<file path="src/rtl/ascon_pin_host.sv">
// Byte-serial initiator for the tt_um_snn_ascon pin interface: streams key, nonce and
// plaintext onto ui_in/uio_in, pulses start, then collects ciphertext and tag bytes.
module ascon_pin_host #(
  parameter int unsigned INIT_WAIT  = 30,
  parameter int unsigned RD_TIMEOUT = 1000
) (
  input  logic         clk,
  input  logic         rst_n,
  input  logic         start,
  input  logic [127:0] key,
  input  logic [127:0] nonce,
  input  logic [63:0]  pt,
  input  logic [3:0]   pt_len,
  output logic         ready,
  output logic         done,
  output logic         error,
  output logic [63:0]  ct,
  output logic [127:0] tag,
  output logic [7:0]   dut_ui,
  output logic [7:0]   dut_uio,
  input  logic [7:0]   dut_uo,
  input  logic [7:0]   dut_status
);

  localparam int unsigned WaitMax = (INIT_WAIT > RD_TIMEOUT) ? INIT_WAIT : RD_TIMEOUT;
  localparam int unsigned WaitW   = $clog2(WaitMax + 2);
  localparam logic [WaitW-1:0] InitLast = WaitW'(INIT_WAIT - 1);
  localparam logic [WaitW-1:0] RdLast   = WaitW'(RD_TIMEOUT - 1);

  typedef enum logic [3:0] {
    StIdle, StKey, StGapK, StNonce, StGapN, StGo,
    StInit, StData, StRdWait, StRdAck, StRdGap, StFin
  } state_e;

  state_e             state_q, state_d;
  logic [4:0]         byte_q, byte_d;
  logic [4:0]         rd_q, rd_d;
  logic [WaitW-1:0]   wait_q, wait_d;
  logic [127:0]       key_q, key_d, nonce_q, nonce_d;
  logic [63:0]        pt_q, pt_d;
  logic [3:0]         len_q, len_d;
  logic [63:0]        ct_q, ct_d;
  logic [127:0]       tag_q, tag_d;
  logic [7:0]         ui_q, ui_d, uio_q, uio_d;
  logic               ready_q, ready_d, done_q, done_d, error_q, error_d;
  logic [4:0]         len_ext, tidx;
  logic               unused_status;

  assign len_ext       = {1'b0, len_q};
  assign tidx          = rd_q - len_ext;
  assign unused_status = ^{dut_status[7:2], dut_status[0]};

  always_comb begin
    state_d = state_q;
    byte_d  = byte_q;
    rd_d    = rd_q;
    wait_d  = wait_q;
    key_d   = key_q;
    nonce_d = nonce_q;
    pt_d    = pt_q;
    len_d   = len_q;
    ct_d    = ct_q;
    tag_d   = tag_q;
    ui_d    = 8'h00;
    uio_d   = 8'h00;
    ready_d = (state_q == StIdle);
    done_d  = 1'b0;
    error_d = 1'b0;

    unique case (state_q)
      StIdle: begin
        if (ready_q && start) begin
          if (pt_len == 4'd0 || pt_len > 4'd8) begin
            error_d = 1'b1;
          end else begin
            key_d   = key;
            nonce_d = nonce;
            pt_d    = pt;
            len_d   = pt_len;
            ct_d    = '0;
            tag_d   = '0;
            byte_d  = '0;
            state_d = StKey;
          end
        end
      end
      StKey: begin
        ui_d  = key_q[127:120];
        uio_d = 8'h40;
        key_d = {key_q[119:0], 8'h00};
        if (byte_q == 5'd15) begin
          byte_d  = '0;
          state_d = StGapK;
        end else begin
          byte_d = byte_q + 5'd1;
        end
      end
      StGapK: state_d = StNonce;
      StNonce: begin
        ui_d    = nonce_q[127:120];
        uio_d   = 8'h80;
        nonce_d = {nonce_q[119:0], 8'h00};
        if (byte_q == 5'd15) begin
          byte_d  = '0;
          state_d = StGapN;
        end else begin
          byte_d = byte_q + 5'd1;
        end
      end
      StGapN: state_d = StGo;
      StGo: begin
        uio_d   = 8'h10;
        wait_d  = '0;
        state_d = (INIT_WAIT == 0) ? StData : StInit;
      end
      StInit: begin
        if (wait_q == InitLast) begin
          wait_d  = '0;
          state_d = StData;
        end else begin
          wait_d = wait_q + WaitW'(1);
        end
      end
      StData: begin
        ui_d = pt_q[63:56];
        pt_d = {pt_q[55:0], 8'h00};
        if (byte_q == len_ext - 5'd1) begin
          uio_d   = 8'hE0;
          byte_d  = '0;
          rd_d    = '0;
          wait_d  = '0;
          state_d = StRdWait;
        end else begin
          uio_d  = 8'hC0;
          byte_d = byte_q + 5'd1;
        end
      end
      StRdWait: begin
        if (dut_status[1]) begin
          // First pt_len bytes are ciphertext, the remaining 16 are the tag
          if (rd_q < len_ext) begin
            for (int i = 0; i < 8; i++) begin
              if (rd_q == 5'(i)) ct_d[63-8*i -: 8] = dut_uo;
            end
          end else begin
            for (int i = 0; i < 16; i++) begin
              if (tidx == 5'(i)) tag_d[127-8*i -: 8] = dut_uo;
            end
          end
          wait_d  = '0;
          state_d = StRdAck;
        end else if (wait_q == RdLast) begin
          error_d = 1'b1;
          wait_d  = '0;
          state_d = StIdle;
        end else begin
          wait_d = wait_q + WaitW'(1);
        end
      end
      StRdAck: begin
        uio_d   = 8'h04;
        state_d = StRdGap;
      end
      StRdGap: begin
        if (rd_q == len_ext + 5'd15) begin
          state_d = StFin;
        end else begin
          rd_d    = rd_q + 5'd1;
          state_d = StRdWait;
        end
      end
      StFin: begin
        done_d  = 1'b1;
        state_d = StIdle;
      end
      default: state_d = StIdle;
    endcase
  end

  always_ff @(posedge clk or negedge rst_n) begin
    if (!rst_n) begin
      state_q <= StIdle;
      byte_q  <= '0;
      rd_q    <= '0;
      wait_q  <= '0;
      key_q   <= '0;
      nonce_q <= '0;
      pt_q    <= '0;
      len_q   <= '0;
      ct_q    <= '0;
      tag_q   <= '0;
      ui_q    <= '0;
      uio_q   <= '0;
      ready_q <= 1'b1;
      done_q  <= 1'b0;
      error_q <= 1'b0;
    end else begin
      state_q <= state_d;
      byte_q  <= byte_d;
      rd_q    <= rd_d;
      wait_q  <= wait_d;
      key_q   <= key_d;
      nonce_q <= nonce_d;
      pt_q    <= pt_d;
      len_q   <= len_d;
      ct_q    <= ct_d;
      tag_q   <= tag_d;
      ui_q    <= ui_d;
      uio_q   <= uio_d;
      ready_q <= ready_d;
      done_q  <= done_d;
      error_q <= error_d;
    end
  end

  assign ready   = ready_q;
  assign done    = done_q;
  assign error   = error_q;
  assign ct      = ct_q;
  assign tag     = tag_q;
  assign dut_ui  = ui_q;
  assign dut_uio = uio_q;

endmodule
</file>
<file path="config.mk">
export PLATFORM = sky130hd
export DESIGN_NAME = ascon_pin_host
export DESIGN_NICKNAME = d
export VERILOG_FILES = /design/src/rtl/ascon_pin_host.sv
export SDC_FILE = /design/constraint.sdc
export NUM_CORES = 1
export LEC_CHECK = 0
export BUFFER_PORTS_ARGS = -buffer_cell sky130_fd_sc_hd__buf_2
export CAP_MARGIN = 20
export CORE_ASPECT_RATIO = 2
export CORE_MARGIN = 1.5
export CORE_UTILIZATION = 25
export DETAILED_ROUTE_END_ITERATION = 7
export SYNTH_ARGS = -nofsm -noshare
export SYNTH_HDL_FRONTEND = slang
export SYNTH_SLANG_ARGS = --single-unit
</file>
<file path="constraint.sdc">
create_clock -name clk -period 7.6 [get_ports clk]
set_input_delay 1.52 -clock clk [delete_from_list [all_inputs] [get_ports clk]]
set_output_delay 1.52 -clock clk [all_outputs]
set_load 0.01 [all_outputs]
</file>
Yosys cells after proc, flatten, opt, wreduce, memory -nomap -nowiden

Cells that the tools add are included.

Register bits: 559
Bits of input ports: 343
Output and inout port bits: 211
Word-level logic and storage cells: 240

Equal/unequal tests: 73
Bitwise operators: 1
Mux-type cells: 75
Magnitude comparators: 2
Reduce and logical (&&, ||, !) cells: 46
$add $sub $neg: 6

Operators by type and width:

| kind                    | number |
|---|---|
| $mux W128               | 8 |
| $pmux W128 S2           | 3 |
| $mux W64                | 6 |
| $pmux W64 S2            | 2 |
| $mux W8                 | 24 |
| $reduce_and A6 Y1       | 24 |
| $ne A2 B2 Y1 const B    | 33 |
| $eq A5 B4 Y1 const B    | 9 |
| $pmux W4 S11            | 1 |
| $eq A5 B3 Y1 const B    | 8 |
| $mux W10                | 4 |
| $pmux W10 S4            | 1 |
| $pmux W8 S5             | 1 |
| $mux W4                 | 8 |
| $mux W5                 | 6 |
| $pmux W8 S3             | 1 |
| $eq A5 B2 Y1 const B    | 4 |
| $reduce_and A3 Y1       | 6 |
| $eq A4 B3 Y1 const B    | 4 |
| $eq A4 B4 Y1 const B    | 4 |
| $pmux W5 S3             | 1 |
| $add A10 B1 Y10 const B | 1 |
| $add A5 B1 Y5 const B   | 2 |
| $eq A10 B10 Y1 const B  | 1 |
| 28 further kinds        | 41 |

Longest topological paths before layout

Gate-level depths: netlist of the first run.

Depth in word-level cells: 6
Mapped depth: 10
Mapped depth without buffers: 10

Worst setup path after synthesis of the first run

OpenSTA, ideal clock, no wires.

Kind: in2reg
Start point: input port pt_len[1]
End point: register tag_q[112] (netlist: tag[112])
Data arrival time: 3.115 ns
Path slack: 4.356 ns
Required time: 7.470 ns
Path buffers: 1
Stages on the path: 7
Path through: nor4_1 > nor4b_4 > a21oi_4 > a31oi_4 > buf_4 > nand2_1 > o2bb2ai_1

Cells in the longest elaborated chain, start to end: 4

RTL lines:

| item                                                    | RTL line | RTL |
|---|---|---|
| from (decl)                                             | 13       | `input logic [3:0] pt_len,` |
| $gt A4 B4 Y1 / $logic_not A4 Y1 (equally long branches) | 73       | `if (pt_len == 4'd0 \|\| pt_len > 4'd8) begin` |
| $logic_or A1 B1 Y1 *                                    | 73       |  |
| $ne A2 B2 Y1 (no line) *                                | -        |  |
| $reduce_and A6 Y1 (no line) *                           | -        |  |
| to (signal assigned)                                    | 207      | `tag_q <= tag_d;` |
| to (decl)                                               | 43       | `logic [127:0] tag_q, tag_d;` |

Every way passes the cells marked *; elsewhere a longest branch is shown, timed or not.
A chain may end at the register's enable or synchronous reset.

Worst setup path after layout of the first run

Start point: input port pt_len[1]
End point: register nonce_q[95]

Cells in the longest elaborated chain, start to end: 4

RTL lines:

| item                                                    | RTL line | RTL |
|---|---|---|
| $gt A4 B4 Y1 / $logic_not A4 Y1 (equally long branches) | 73       |  |
| $logic_or A1 B1 Y1 *                                    | 73       |  |
| $ne A2 B2 Y1 (no line) *                                | -        |  |
| $reduce_and A3 Y1 (no line) *                           | -        |  |
| to (signal assigned)                                    | 203      | `nonce_q <= nonce_d;` |
| to (decl)                                               | 39       | `logic [127:0] key_q, key_d, nonce_q, nonce_d;` |

Marked as above.

==> results.json, run 1 <==
{
  "setup_violations": 0,
  "met2_usage_pct": 25.7,
  "synth_top_area_share_pct": 57.3,
  "setup_ws_ns": 3.61,
  "via_count": 18411,
  "synthArstFlopShare_pct": 100,
  "antenna_found_initial": 30,
  "ir_drop_mv": 0.254,
  "drive_above_1_share_pct": 28.5,
  "worstSetupPathType": "primary input to flop",
  "nNetsFinal": 3024,
  "die_area_um2": 99000,
  "synth_area_leader_cell": "dfrtp_1",
  "clk-insertion-delay-late_ns": 0.64,
  "cts.repair.resized": 0,
  "syn_to_final_growth_pct": 23.9,
  "io_pins": 554,
  "status": "complete, no violations",
  "initial_core_util_pct": 25.2,
  "slew-limit-headroom_pct": 26.7,
  "maxCapViolCount": 0,
  "drv_slew": 0,
  "path_clk_slew_ns": 0.07,
  "finalClockSkew_ns": 0.0324,
  "drtPass1Iterations": 4,
  "synthCells": 2189,
  "nFillCells": 9969,
  "row_count": 161,
  "cp_common_cell": "buf_4",
  "p_total_w": 0.00925,
  "drc_errors": 0,
  "regToRegSetupSlack_ns": 3.91,
  "p_per_area_nw_per_um2": 308,
  "cts_tree": "yes",
  "postCtsSetupRepairBufs": 0,
  "crit_required_ns": 8.06,
  "stdcell_count": 3946,
  "met1_usage_pct": 17.4,
  "core_um2": 96300,
  "min_period_ns": 3.99,
  "ys.warnings.count": 0,
  "cts_hold_buf": 0,
  "period_share_pct": 52.5,
  "crit_chain": "buf_2, o31a_1, nor4b_4, buf_4, buf_4, mux2i_1, o21ai_0",
  "clockRootBuffer": "clkbuf_16",
  "portBuffers": 543,
  "hpwl_mm": 54.1,
  "seq_area_um2": 13900,
  "grtUsageTotal_pct": 15.0,
  "synthTopCellsByArea": "dfrtp_1 57%, mux2i_1 9.9%, o21ai_0 5.3%",
  "worst_hold_slack_ns": 0.462,
  "die_h_um": 444,
  "ys.flop_type": "dfrtp_1",
  "first_global_vias": 18511,
  "grt_max_degree": 195,
  "cp-startpoint": "pt_len[1]",
  "p_leak_nw": 13.4,
  "synthDistinctLibCells": 66,
  "final_antenna_net_count": 0,
  "pre_cts_slack_ns": 2.93,
  "grt_pass1_wl_mm": 114,
  "max_freq_ghz": 0.250,
  "end_kind": "flop",
  "finalWirelength_mm": 76.2,
  "busiest_layer": "met2",
  "seq_area_frac_synth_pct": 57.4,
  "cts_buffer_depth": 3,
  "place_inst": 3832,
  "avgSynthCellArea_um2": 11.1,
  "cp_top_family": "buffers and inverters",
  "synth_commonest_cells": "555 x dfrtp_1, 331 x nand2_1, 257 x o21ai_0, 240 x mux2i_1, 138 x nor2_1",
  "multi_input_area_um2": 9650,
  "syn_area_um2": 24300,
  "die_width_um": 223,
  "hold_path_class": "flop to flop",
  "r2r_start": "state_q[1]$_DFFE_PN0P_",
  "ys_seq_elements": 556,
  "hold_viol": 0,
  "worst-path-buf-inv": 3,
  "setup_tns_ns": 0,
  "via_per_inst": 4.67,
  "overflow": 0,
  "place_congestion": 0.789,
  "slowest_stage": "buf_4",
  "arrival_ns": 4.46,
  "initialDrtViolationCount": 1077,
  "synth_edf_count": 0,
  "grtUsageMet3_pct": 3.92,
  "tightest_slew_ns": 1.10,
  "cts_buffers": 54,
  "h-tree-depth": 2,
  "clock-sinks": 556,
  "startpoint_type": "primary input",
  "rsz0062_at_grt": "no",
  "wire_per_inst_um": 19.3,
  "critPathMaxStageDelay_ns": 0.86,
  "worstHoldStart": "nonce_q[90]$_DFFE_PN0P_",
  "yosys.cell_count.top_type": "dfrtp_1",
  "crit_fanout": 60
}
## cells in the final DEF (no fill, tap or decap), types with 12 or more instances in the layout
cell type / instances
nor2_1: 137
o22ai_1: 58
dfrtp_1: 555
nand2_1: 329
nor3_1: 12
ha_1: 14
a21oi_1: 37
clkbuf_16: 54
mux2i_1: 240
buf_2: 542
buf_4: 13
nand3_1: 22
o2bb2ai_1: 133
clkinv_2: 12
mux2_2: 65
diode_2: 14
nor2b_1: 12
inv_1: 23
o21ai_2: 17
o21ai_0: 257
## flip-flops by register name, indices dropped and copies added, names as in the netlist
register,count
byte_q,5
ct,64
dut_uio,5
error,1
len_q,4
wait_q,10
dut_ui,8
rd_q,5
tag,128
done,1
pt_q,64
ready,1
nonce_q,128
state_q,4
key_q,128
## worst reg2reg max path, delay by kind of cell (launching register included)
kind / cells / cell delay, ns
simple gates: 2 / 0.82
buf+inv: 2 / 1.67
compound gates: 1 / 0.10
mux: 1 / 0.36
flops: 1 / 0.58
## metrics by stage
step | instance area, um^2 | utilization [%]
after CTS | 30000 | 31.2
after detailed placement | 28100 | 29.2
after global routing | 30100 | 31.2
after floorplan | 24300 | -
after global placement | 28100 | 29.2
final | 30100 | 31.2
## metal layers
layer | up-vias | routed length, um
li1 | 8735 | -
met1 | 8947 | 30500
met2 | 562 | 37300
met3 | 145 | 4990
met4 | 22 | 3260
met5 | - | 125
## final timing paths
path | endpoint | cells after the start
worst min-delay path | nonce_q[98]$_DFFE_PN0P_ | 2
max in group asynchronous | ct[33]$_DFFE_PN0P_ | 2
worst min register to register | nonce_q[98]$_DFFE_PN0P_ | 2
min in group asynchronous | pt_q[7]$_DFFE_PN0P_ | 1
worst max-delay path | nonce_q[95]$_DFFE_PN0P_ | 7
worst max register to register | nonce_q[95]$_DFFE_PN0P_ | 6
## where the power goes
part	internal, W	switching, W
clock	0.00163	0.00127
sequential	0.00370	0.000501
combinational	0.000805	0.00135
total	0.00614	0.00312
## cells by family after synthesis
logic type,count (synthesis),synth area share [%]
compound gates,551,14.8
xor+xnor,11,0.511
fa+ha+maj,15,0.805
buf+inv,166,3.02
flops,556,57.4
mux,305,12.9
other cells,1,0.0155
simple gates,584,10.6
## cell type report
type | count | area share, %
diodes | 14 | 0.117
clock buffers | 67 | 5.02
well taps | 1222 | 5.09
flip-flops and latches | 556 | 46.3
repair buffers | 562 | 9.80
multi-input cells | 1469 | 32.1
inverters | 23 | 0.287
clock inverters | 33 | 1.29
(Power assumes the default switching activity.)
==> run 2: changes to the inputs <==
clock period = 4.18 ns   (was 7.6 ns; I/O delays follow)
==> results.json, run 2 (synthesis results as in run 1) <==
{
  "core_um2": 96300,
  "setup_ws_ns": 0.957,
  "grtUsageTotal_pct": 15.0,
  "startpoint_type": "flop",
  "clk-insertion-delay-late_ns": 0.64,
  "nFillCells": 9942,
  "finalWirelength_mm": 76.4,
  "initial_core_util_pct": 25.2,
  "end_kind": "flop",
  "stdcell_count": 3961,
  "drc_errors": 0,
  "crit_fanout": 8,
  "worstSetupPathType": "flop to flop",
  "hpwl_mm": 55.5,
  "antenna_found_initial": 26,
  "arrival_ns": 3.76,
  "via_count": 18369,
  "setup_tns_ns": 0,
  "cts_hold_buf": 0,
  "h-tree-depth": 2,
  "rsz0062_at_grt": "no",
  "maxCapViolCount": 0,
  "drive_above_1_share_pct": 28.5,
  "hold_viol": 0,
  "drv_slew": 0,
  "status": "complete, no violations",
  "placed_area_um2": 28300,
  "grt_pass1_wl_mm": 114,
  "portBuffers": 543,
  "overflow": 0,
  "final_antenna_net_count": 0,
  "cts_buffer_depth": 3,
  "final_cell_mix": "555 x dfrtp_1, 542 x buf_2, 329 x nand2_1",
  "postCtsSetupRepairBufs": 0,
  "hold_path_class": "primary input to asynchronous set/reset pin",
  "drtPass1Iterations": 5,
  "syn_to_final_growth_pct": 24.4,
  "path_clk_slew_ns": 0.07,
  "crit_required_ns": 4.71,
  "cts_buffers": 53,
  "die_area_um2": 99000,
  "place_inst": 3843,
  "clockRootBuffer": "clkbuf_16",
  "nNetsFinal": 3035,
  "cts.repair.resized": 0,
  "wire_per_inst_um": 19.3,
  "max_freq_ghz": 0.310,
  "die_width_um": 223,
  "io_pins": 554,
  "slew-limit-headroom_pct": 27.1,
  "finalClockSkew_ns": 0.0344,
  "final_core_util_pct": 31.3,
  "place_congestion": 0.812,
  "via_per_inst": 4.64,
  "p_per_area_nw_per_um2": 552,
  "clock-sinks": 556,
  "grt_max_degree": 188,
  "p_leak_nw": 13.5,
  "pre_cts_slack_ns": 0.821,
  "row_count": 161,
  "tightest_slew_ns": 1.09,
  "layout_commonest_cell": "dfrtp_1",
  "final_area_um2": 30200,
  "first_global_vias": 18517,
  "setup_violations": 0,
  "cts_tree": "yes",
  "ir_drop_mv": 0.374,
  "min_period_ns": 3.22,
  "die_h_um": 444,
  "period_share_pct": 77.1,
  "initialDrtViolationCount": 927
}
-- run 2: path summary, 6_finish.rpt --
kind / from / to / slack [ns] / depth (start not counted)
max: rd_q[0]$_DFFE_PN0P_ / tag[57]$_DFFE_PN0P_ / 0.96 / 9
min reg2reg: key_q[86]$_DFFE_PN0P_ / key_q[94]$_DFFE_PN0P_ / 0.48 / 2
max reg2reg: rd_q[0]$_DFFE_PN0P_ / tag[57]$_DFFE_PN0P_ / 0.96 / 9
min: rst_n / dut_ui[3]$_DFF_PN0_ / 0.23 / 1
min in group clk: pt[0] / pt_q[0]$_DFFE_PN0P_ / 0.42 / 3
max in group asynchronous: rst_n / ct[41]$_DFFE_PN0P_ / 2.79 / 2
-- run 2: critical path: stages, from the launching register on --
cell and delay [ns]:
dfrtp_1 0.44, inv_1 0.15, ha_1 0.19, inv_1 0.06
fa_1 0.42, nor3_1 0.20, o21ai_1 0.21, nor4_1 0.82
nand2_1 0.40, o2bb2ai_1 0.26
-- run 2: area by class of cell --
type / instances / area, um^2 / area share (%)
Clock buffer: 77 / 1590 / 5.26
Antenna cell: 20 / 50.0 / 0.166
Inverter: 23 / 86.3 / 0.286
Clock inverter: 20 / 216 / 0.718
Tap cell: 1222 / 1530 / 5.07
Sequential cell: 556 / 13900 / 46.1
Timing Repair Buffer: 574 / 3130 / 10.4
Multi-Input combinational cell: 1469 / 9650 / 32.0
-- run 2: where the power goes --
group,total [W],switching (W),leakage [nW],internal [W]
registers,0.00766,0.000937,7.40,0.00672
clock network,0.00504,0.00221,0.890,0.00283
logic,0.00393,0.00244,5.16,0.00150
total,0.0166,0.00558,13.5,0.0111
-- run 2: per-layer routing --
layer	vias up	routed length, um	global-route usage [%]
li1	8749	-	-
met1	8922	30600	17.5
met2	568	37800	25.8
met3	126	4560	3.26
met4	4	3350	7.87
met5	-	29	0
-- run 2: metrics by stage --
| step | power, W | hold slack (ns) |
|---|---|---|
| final | 0.0166 | 0.232 |
| after CTS | 0.0169 | 0.230 |
| after global routing | 0.0178 | 0.256 |
| after global placement | 0.0116 | 0.454 |
| after detailed placement | 0.0117 | 0.463 |
| after floorplan | 0.0103 | 0.449 |
